**config.mk**
```make
export PLATFORM = sky130hd
export DESIGN_NAME = dm_arbiter
export DESIGN_NICKNAME = d
export VERILOG_FILES = /design/src/rtl/dm_pkg.sv /design/src/rtl/rr_arbiter2.sv /design/src/rtl/dm_arbiter.sv
export SDC_FILE = /design/constraint.sdc
export NUM_CORES = 1
export LEC_CHECK = 0
export ABC_AREA = 0
export BUFFER_PORTS_ARGS = -buffer_cell sky130_fd_sc_hd__buf_2
export CORE_ASPECT_RATIO = 0.5
export CORE_MARGIN = 2
export CORE_UTILIZATION = 35
export DETAILED_ROUTE_END_ITERATION = 12
export GPL_TIMING_DRIVEN = 0
export PLACE_DENSITY_LB_ADDON = 0.12
export SLEW_MARGIN = 30
export SYNTH_ARGS = -nofsm -noshare
export SYNTH_HDL_FRONTEND = slang
export SYNTH_SLANG_ARGS = --single-unit
```
**constraint.sdc**
```tcl
create_clock -name clk -period 2.1 [get_ports clk]
set_clock_uncertainty 0.1 [all_clocks]
set_input_delay 0.42 -clock clk [delete_from_list [all_inputs] [get_ports clk]]
set_output_delay 0.42 -clock clk [all_outputs]
set_load 0.1 [all_outputs]
```
**src/rtl/dm_pkg.sv**
```systemverilog
// Shared definitions for the data-memory arbiter: default geometry,
// timeout limit, FSM state encoding and requester identifiers.
package dm_pkg;

    localparam int DM_AW      = 7;
    localparam int DM_DW      = 32;
    localparam int DM_TIMEOUT = 15;

    typedef enum logic [1:0] {
        IDLE   = 2'd0,
        ACCESS = 2'd1,
        ACK    = 2'd2
    } state_t;

    typedef enum logic {
        REQ_P = 1'b0,
        REQ_L = 1'b1
    } req_id_t;

endpackage

```
**src/rtl/rr_arbiter2.sv**
```systemverilog
// Two-input round-robin picker. req[0] is the processor, req[1] the
// loader. On a tie the requester that was not granted last wins.
module rr_arbiter2
    import dm_pkg::*;
(
    input  logic [1:0] req,
    input  req_id_t    last_grant,
    output req_id_t    grant
);

    // Pick the winner from the current requests and the previous grant.
    always_comb begin
        grant = REQ_P;
        case (req)
            2'b01:   grant = REQ_P;
            2'b10:   grant = REQ_L;
            2'b11:   grant = (last_grant == REQ_P) ? REQ_L : REQ_P;
            default: grant = REQ_P;
        endcase
    end

endmodule

```
**src/rtl/dm_arbiter.sv**
```systemverilog
// Arbitrates the processor MEM-stage port and the loader/debug port onto a
// single data-memory port. One access in flight at a time, with a bounded
// ACCESS phase that aborts and flags err if the memory never answers.
module dm_arbiter
    import dm_pkg::*;
#(
    parameter int AW      = DM_AW,
    parameter int DW      = DM_DW,
    parameter int TIMEOUT = DM_TIMEOUT
) (
    input  logic          clk,
    input  logic          rst,

    input  logic          p_req,
    input  logic          p_we,
    input  logic [AW-1:0] p_addr,
    input  logic [DW-1:0] p_wdata,
    output logic [DW-1:0] p_rdata,
    output logic          p_ack,

    input  logic          l_req,
    input  logic          l_we,
    input  logic [AW-1:0] l_addr,
    input  logic [DW-1:0] l_wdata,
    output logic [DW-1:0] l_rdata,
    output logic          l_ack,

    output logic          dm_ena,
    output logic          dm_wea,
    output logic [AW-1:0] dm_addra,
    output logic [DW-1:0] dm_dina,
    input  logic [DW-1:0] dm_douta,
    input  logic          dm_done,

    output logic          busy,
    output logic          err
);

    // Counter is wide enough to hold TIMEOUT itself.
    localparam int CW = $clog2(TIMEOUT + 1);

    state_t        state_q, state_d;
    req_id_t       last_grant_q, last_grant_d;
    req_id_t       winner_q, winner_d;
    req_id_t       pick;
    logic          we_q, we_d;
    logic [AW-1:0] addr_q, addr_d;
    logic [DW-1:0] wdata_q, wdata_d;
    logic [DW-1:0] p_rdata_q, p_rdata_d;
    logic [DW-1:0] l_rdata_q, l_rdata_d;
    logic [CW-1:0] cnt_q, cnt_d;
    logic          err_q, err_d;
    logic          timeout_hit;

    rr_arbiter2 u_rr (
        .req        ({l_req, p_req}),
        .last_grant (last_grant_q),
        .grant      (pick)
    );

    // True in the ACCESS cycle that would be the TIMEOUT-th one.
    assign timeout_hit = (cnt_q == CW'(TIMEOUT - 1));

    // Next-state logic: grant in IDLE, wait for done or timeout in ACCESS.
    always_comb begin
        state_d      = state_q;
        last_grant_d = last_grant_q;
        winner_d     = winner_q;
        we_d         = we_q;
        addr_d       = addr_q;
        wdata_d      = wdata_q;
        p_rdata_d    = p_rdata_q;
        l_rdata_d    = l_rdata_q;
        cnt_d        = cnt_q;
        err_d        = err_q;

        case (state_q)
            IDLE: begin
                if (p_req || l_req) begin
                    winner_d     = pick;
                    last_grant_d = pick;
                    if (pick == REQ_P) begin
                        we_d    = p_we;
                        addr_d  = p_addr;
                        wdata_d = p_wdata;
                    end else begin
                        we_d    = l_we;
                        addr_d  = l_addr;
                        wdata_d = l_wdata;
                    end
                    cnt_d   = '0;
                    state_d = ACCESS;
                end
            end
            ACCESS: begin
                cnt_d = cnt_q + CW'(1);
                // done wins over a timeout landing in the same cycle
                if (dm_done) begin
                    state_d = ACK;
                    if (!we_q) begin
                        if (winner_q == REQ_P) p_rdata_d = dm_douta;
                        else                   l_rdata_d = dm_douta;
                    end
                end else if (timeout_hit) begin
                    state_d = ACK;
                    err_d   = 1'b1;
                    if (winner_q == REQ_P) p_rdata_d = '0;
                    else                   l_rdata_d = '0;
                end
            end
            ACK: begin
                state_d = IDLE;
            end
            default: begin
                state_d = IDLE;
            end
        endcase
    end

    // State and latch registers; reset makes the processor win the first tie.
    always_ff @(posedge clk or negedge rst) begin
        if (!rst) begin
            state_q      <= IDLE;
            last_grant_q <= REQ_L;
            winner_q     <= REQ_P;
            we_q         <= 1'b0;
            addr_q       <= '0;
            wdata_q      <= '0;
            p_rdata_q    <= '0;
            l_rdata_q    <= '0;
            cnt_q        <= '0;
            err_q        <= 1'b0;
        end else begin
            state_q      <= state_d;
            last_grant_q <= last_grant_d;
            winner_q     <= winner_d;
            we_q         <= we_d;
            addr_q       <= addr_d;
            wdata_q      <= wdata_d;
            p_rdata_q    <= p_rdata_d;
            l_rdata_q    <= l_rdata_d;
            cnt_q        <= cnt_d;
            err_q        <= err_d;
        end
    end

    // Memory side is driven straight from the latched request.
    assign dm_ena   = (state_q == ACCESS);
    assign dm_wea   = dm_ena & we_q;
    assign dm_addra = addr_q;
    assign dm_dina  = wdata_q;

    assign p_ack    = (state_q == ACK) && (winner_q == REQ_P);
    assign l_ack    = (state_q == ACK) && (winner_q == REQ_L);
    assign p_rdata  = p_rdata_q;
    assign l_rdata  = l_rdata_q;
    assign busy     = (state_q != IDLE);
    assign err      = err_q;

endmodule

```
==> results of run 1 <==
-- placed cells by master (no fill, tap or decap), types with 2 or more instances in the layout --
cell type  instances
a32o_1            64
and3_1             2
buf_1              5
buf_2            229
buf_4              7
buf_8              6
clkbuf_1          11
clkbuf_16         17
clkbuf_8           4
clkinv_2           5
dfrtp_1          110
dfrtp_2            2
ha_1               2
inv_1              3
mux2_2             3
mux2_4            78
nor2_1             4
nor3b_2            2
o21ai_1            2
o31ai_1            2
-- kinds of logic (layout without fill, tap and decap cells) --
logic type | Yosys count | in the layout | synth area share [%]
flip-flops | 113 | 113 | 55.3
multiplexers | 81 | 81 | 23.5
AO/OA/AOI/OAI | 77 | 77 | 14.3
buffers and inverters | 34 | 292 | 4.03
AND/OR/NAND/NOR | 19 | 19 | 2.25
adder cells (fa/ha/maj) | 2 | 2 | 0.489
XOR/XNOR | 1 | 1 | 0.171
-- synth_stat cells, drive strengths merged --
master / number / area (um2)
xor2: 1 / 8.76
and3b: 1 / 8.76
nor3: 2 / 10.0
o31ai: 2 / 15.0
nand2b: 1 / 6.26
o2bb2ai: 1 / 8.76
and2: 1 / 6.26
nor2: 5 / 18.8
inv: 4 / 15.0
o22ai: 1 / 6.26
a21oi: 1 / 5.00
nand3b: 1 / 7.51
dfrtp: 112 / 2800
nor2b: 1 / 6.26
and4b: 1 / 10.0
mux2: 81 / 1200
clkbuf: 7 / 26.3
buf: 23 / 165
a211o: 1 / 8.76
and3: 2 / 12.5
nand2: 1 / 3.75
o21a: 1 / 7.51
nor3b: 2 / 20.0
a31oi: 1 / 6.26
ha: 2 / 25.0
nand3: 1 / 5.00
dfstp: 1 / 26.3
o21ai: 3 / 15.0
a21bo: 1 / 10.0
a21o: 1 / 7.51
a32o: 64 / 641
-- routing by layer --
metal,GRT usage [%],up-vias
met2,25.9,115
met1,21.5,1857
met5,0,-
li1,-,1774
met3,4.34,6
met4,4.55,0
-- stage by stage --
step | instances | worst slack [ns] | instance area, um2 | TNS (ns)
5_1_grt | 783 | 0.0365 | 7140 | 0
2_1_floorplan | 327 | -0.109 | 5140 | -0.216
3_5_place_dp | 751 | 0.143 | 6550 | 0
6_report | 783 | 0.0756 | 7140 | 0
3_3_place_gp | 750 | -0.927 | 6510 | -102.74
4_1_cts | 783 | 0.00194 | 7130 | 0
-- final cells by class --
| class | instances | area, um2 | area share [%] |
|---|---|---|---|
| flip-flops and latches | 113 | 2830 | 39.7 |
| multi-input cells | 180 | 2110 | 29.5 |
| repair buffers | 227 | 1190 | 16.7 |
| clock buffers | 25 | 495 | 6.94 |
| well taps | 198 | 248 | 3.47 |
| plain buffers | 30 | 191 | 2.68 |
| clock inverters | 6 | 55.1 | 0.771 |
| inverters | 4 | 18.8 | 0.263 |
-- timing repair --
action                     CTS  global route
hold buffers                 1             0
resized for setup            8             3
pin swaps                    0             0
hold endpoints to repair    62             0
setup endpoints to repair    4             3
-- sequential cells by signal, summed over array words and instances (netlist names) --
signal	cells
cnt_q	4
we_q	1
last_grant_q	1
dm_dina	32
dm_addra	7
p_rdata	32
state_q	2
l_rdata	32
err	1
winner_q	1
-- final timing paths --
check	start	slack, ns	to	cells after the start
hold reg to reg	err$_DFFE_PN0P_	0.35	err$_DFFE_PN0P_	1
min in group asynchronous	rst	0.46	dm_dina[1]$_DFFE_PN0P_	2
hold / removal	p_req	0.15	last_grant_q$_DFFE_PN1P_	2
setup reg to reg	state_q[0]$_DFFE_PN0P_	0.22	p_rdata[9]$_DFFE_PN0P_	4
setup / recovery	state_q[1]$_DFFE_PN0P_	0.08	p_ack	3
max in group asynchronous	rst	0.79	last_grant_q$_DFFE_PN1P_	3
==> impl_metrics.json, run 1 <==
{
  "synth_cells": 327,
  "crit_required_ns": 1.58,
  "wl_met1_um": 5660,
  "fin_nets": 692,
  "drt_pass1_iterations": 4,
  "crit_buf_inv": 2,
  "crit_chain": "inv_1, nor3_2, buf_2",
  "ant_nets": 0,
  "postCtsSetupRepairBufs": 0,
  "coreArea_mm2": 0.0144,
  "clockBufferDepth": 2,
  "dr.max_layer_used": "met4",
  "layout-area-overhead-vs-synth_pct": 39.4,
  "cpLargestDelayFamily": "buffers and inverters",
  "finalCriticalPeriod_ns": 2.02,
  "routed-wl-met3_um": 710,
  "wire_per_inst_um": 15.9,
  "drv_cap": 0,
  "rows": 31,
  "clk_pin_slew_worst_paths_ns": 0.05,
  "yosys_warnings": 0,
  "ys_ff_latch": 113,
  "avgSynthCellArea_um2": 15.7,
  "cts_tree": "built",
  "maxSlewViolCount": 0,
  "ys_types": 38,
  "syn_area_mm2": 0.00512,
  "place_congestion": 0.721,
  "die_w_um": 175,
  "finalHoldViolCount": 0,
  "outcome": "completed",
  "worst_path_max_delay_cell": "buf_2",
  "final_util_pct": 49.6,
  "critical_path_class": "register to primary output",
  "min_path_type": "input port to register",
  "grt_max_degree": 64,
  "n_antenna_cell": 0,
  "io_buffers": 225,
  "overflow": 0,
  "vias": 3752,
  "final-setup-viol-count": 0,
  "clkLatencyLatePin_ns": 0.39,
  "io-pin-count": 226,
  "htreeDepth": 4,
  "initial_core_util_pct": 35.6,
  "startpoint_type": "register",
  "rsz0062_at_grt": "no",
  "die_area_mm2": 0.0157,
  "clkSinkCount": 113,
  "cp.arrival_ns": 1.50,
  "numCtsBuffers": 17,
  "cp_max_fo": 6,
  "grt_pass1_wl_um": 19300,
  "slowest_delay_ns": 0.44,
  "synth_nets": 446,
  "antenna_found_initial": 0,
  "ys_seq_area_share_pct": 55.3,
  "grt_pass1_vias": 3688,
  "drc": 0,
  "fmax_ghz": 0.494,
  "tightest_slew_ns": 0.543,
  "slew_headroom_pct": 63.8,
  "cts-root-buf": "clkbuf_16",
  "drt_iter0_drc": 148,
  "fillers": 1333,
  "grt_usage_pct": 16.0,
  "hpwl_um": 9090,
  "route.met2.wl_um": 5990,
  "end_kind": "primary output",
  "hold_ws_ns": 0.147,
  "via_per_inst": 4.79,
  "drt_wl_total_um": 12400,
  "min_period_over_period_pct": 96.4,
  "die_h_um": 89.5,
  "drive_gt1_share_pct": 61.9
}
Power of run 1 is not shown: default switching activity piles up to over one toggle a cycle in this logic, so the estimate is an artifact.
==> run 2: changes to the inputs <==
==> constraint.sdc (replaced) <==
create_clock -name clk -period 2.25 [get_ports clk]
set_clock_uncertainty 0.1 [all_clocks]
set_input_delay 0.45 -clock clk [delete_from_list [all_inputs] [get_ports clk]]
set_output_delay 0.45 -clock clk [all_outputs]
set_load 0.1 [all_outputs]
==> impl_metrics.json, run 2 (synthesized netlist as in run 1, its figures left out) <==
{
  "multi_input_area_mm2": 0.00210,
  "die_h_um": 89.5,
  "grt_max_degree": 85,
  "slew_headroom_pct": 64.8,
  "n_antenna_cell": 0,
  "cp_max_fo": 7,
  "cts_tree": "built",
  "crit_required_ns": 1.70,
  "ff2ff_setup_slack_ns": 0.37,
  "via_per_inst": 4.82,
  "reg2reg_depth": 5,
  "min_path_type": "input port to register",
  "finalHoldViolCount": 0,
  "drt_pass1_iterations": 4,
  "min_from": "p_req",
  "hold_ws_ns": 0.185,
  "finalCriticalPeriod_ns": 2.15,
  "die_w_um": 175,
  "grt_usage_pct": 16.3,
  "overflow": 0,
  "rsz0062_at_grt": "no",
  "startpoint_type": "register",
  "tightest_slew_ns": 0.528,
  "initial_core_util_pct": 35.6,
  "grt_pass1_vias": 3680,
  "drt_wl_total_um": 12800,
  "coreArea_mm2": 0.0144,
  "htreeDepth": 4,
  "min_to": "last_grant_q$_DFFE_PN1P_",
  "fin_nets": 692,
  "final_common_cell": "buf_2",
  "cp.arrival_ns": 1.60,
  "numCtsBuffers": 17,
  "vias": 3777,
  "drv_cap": 0,
  "drive_gt1_share_pct": 61.9,
  "grt_pass1_wl_um": 19500,
  "critical_path_class": "register to primary output",
  "layout_common_cells": "buf_2 (231), dfrtp_1 (111), mux2_4 (78)",
  "io-pin-count": 226,
  "clkSinkCount": 113,
  "drt_iter0_drc": 144,
  "place_inst": 751,
  "antenna_found_initial": 0,
  "final_cells": 784,
  "layout-area-overhead-vs-synth_pct": 41.3,
  "ant_nets": 0,
  "outcome": "completed",
  "cts-root-buf": "clkbuf_16",
  "io_buffers": 225,
  "die_area_mm2": 0.0157,
  "hpwl_um": 9100,
  "min_period_over_period_pct": 95.4,
  "reg2reg_to": "dm_dina[19]$_DFFE_PN0P_",
  "fmax_ghz": 0.466,
  "clockBufferDepth": 2,
  "place_congestion": 0.734,
  "clkLatencyLatePin_ns": 0.40,
  "seqCellArea_mm2": 0.00283,
  "wire_per_inst_um": 16.3,
  "hold_depth": 2,
  "maxSlewViolCount": 0,
  "reg2reg_from": "state_q[0]$_DFFE_PN0P_",
  "rows": 31,
  "postCtsSetupRepairBufs": 0,
  "clk_pin_slew_worst_paths_ns": 0.05,
  "final-setup-viol-count": 0,
  "tns_ns": 0,
  "fillers": 1302,
  "end_kind": "primary output",
  "drc": 0
}
==> run 2: changes by cell type in the layout (fill, tap and decap cells not counted), sizes merged <==
| cell | delta |
|---|---|
| clkinv | -2 |
| clkinvlp | +1 |
| clkbuf | -1 |
| bufinv | +4 |
| buf | -1 |
==> run 2: final cells by class <==
| type | instances | share of cell area (%) |
|---|---|---|
| tap | 198 | 3.42 |
| clock buffer | 23 | 6.75 |
| clock inverter | 9 | 2.44 |
| buffer | 30 | 2.65 |
| timing repair buffer | 227 | 16.3 |
| multi-input combinational | 180 | 29.0 |
| inverter | 4 | 0.259 |
| sequential | 113 | 39.1 |
==> run 2: repair_timing <==
| action | CTS | global route |
|---|---|---|
| hold endpoints to repair | 29 | 0 |
| hold buffers | 1 | 0 |
| endpoints found under the setup margin | 2 | 2 |
| resized for setup | 2 | 3 |
==> run 2: worst max-delay path, stage by stage (launching register included) <==
cell	delay [ns]
dfrtp_1	0.44
nand2b_2	0.28
clkinvlp_4	0.13
and2_4	0.14
buf_6	0.21
==> run 2: how the worst max path moves through the flow <==
stage                     cells after the start                endpoint                   start  slack (ns)
after floorplan                               2                   l_ack  state_q[1]$_DFFE_PN0P_        0.01
after global placement                        1  l_rdata[6]$_DFFE_PN0P_                     rst       -0.82
after detailed placement                      4                  dm_wea  state_q[0]$_DFFE_PN0P_        0.24
after CTS                                     3                  dm_ena  state_q[1]$_DFFE_PN0P_       0.008
after global routing                          4                  dm_wea  state_q[1]$_DFFE_PN0P_        0.03
final                                         4                  dm_wea  state_q[1]$_DFFE_PN0P_        0.10
==> run 2: metrics by stage <==
step / setup WS (ns) / area, um2 / utilization (%)
floorplan: 0.0105 / 5140 / -
global placement: -0.817 / 6510 / 45.2
detailed placement: 0.238 / 6550 / 45.5
CTS: 0.00777 / 7230 / 50.2
global route: 0.0331 / 7230 / 50.3
finish: 0.103 / 7230 / 50.3
==> run 2: metal layers <==
metal	vias to the layer above	global-route usage (%)	share of wire, %	wire length (um)
met3	14	4.51	5.5	709
met2	125	25.5	46	5910
met4	0	5.76	1.3	163
met1	1860	22.0	47	6030
met5	-	0	0	0
li1	1778	-	-	-
Power of run 2 is left out for the same reason.
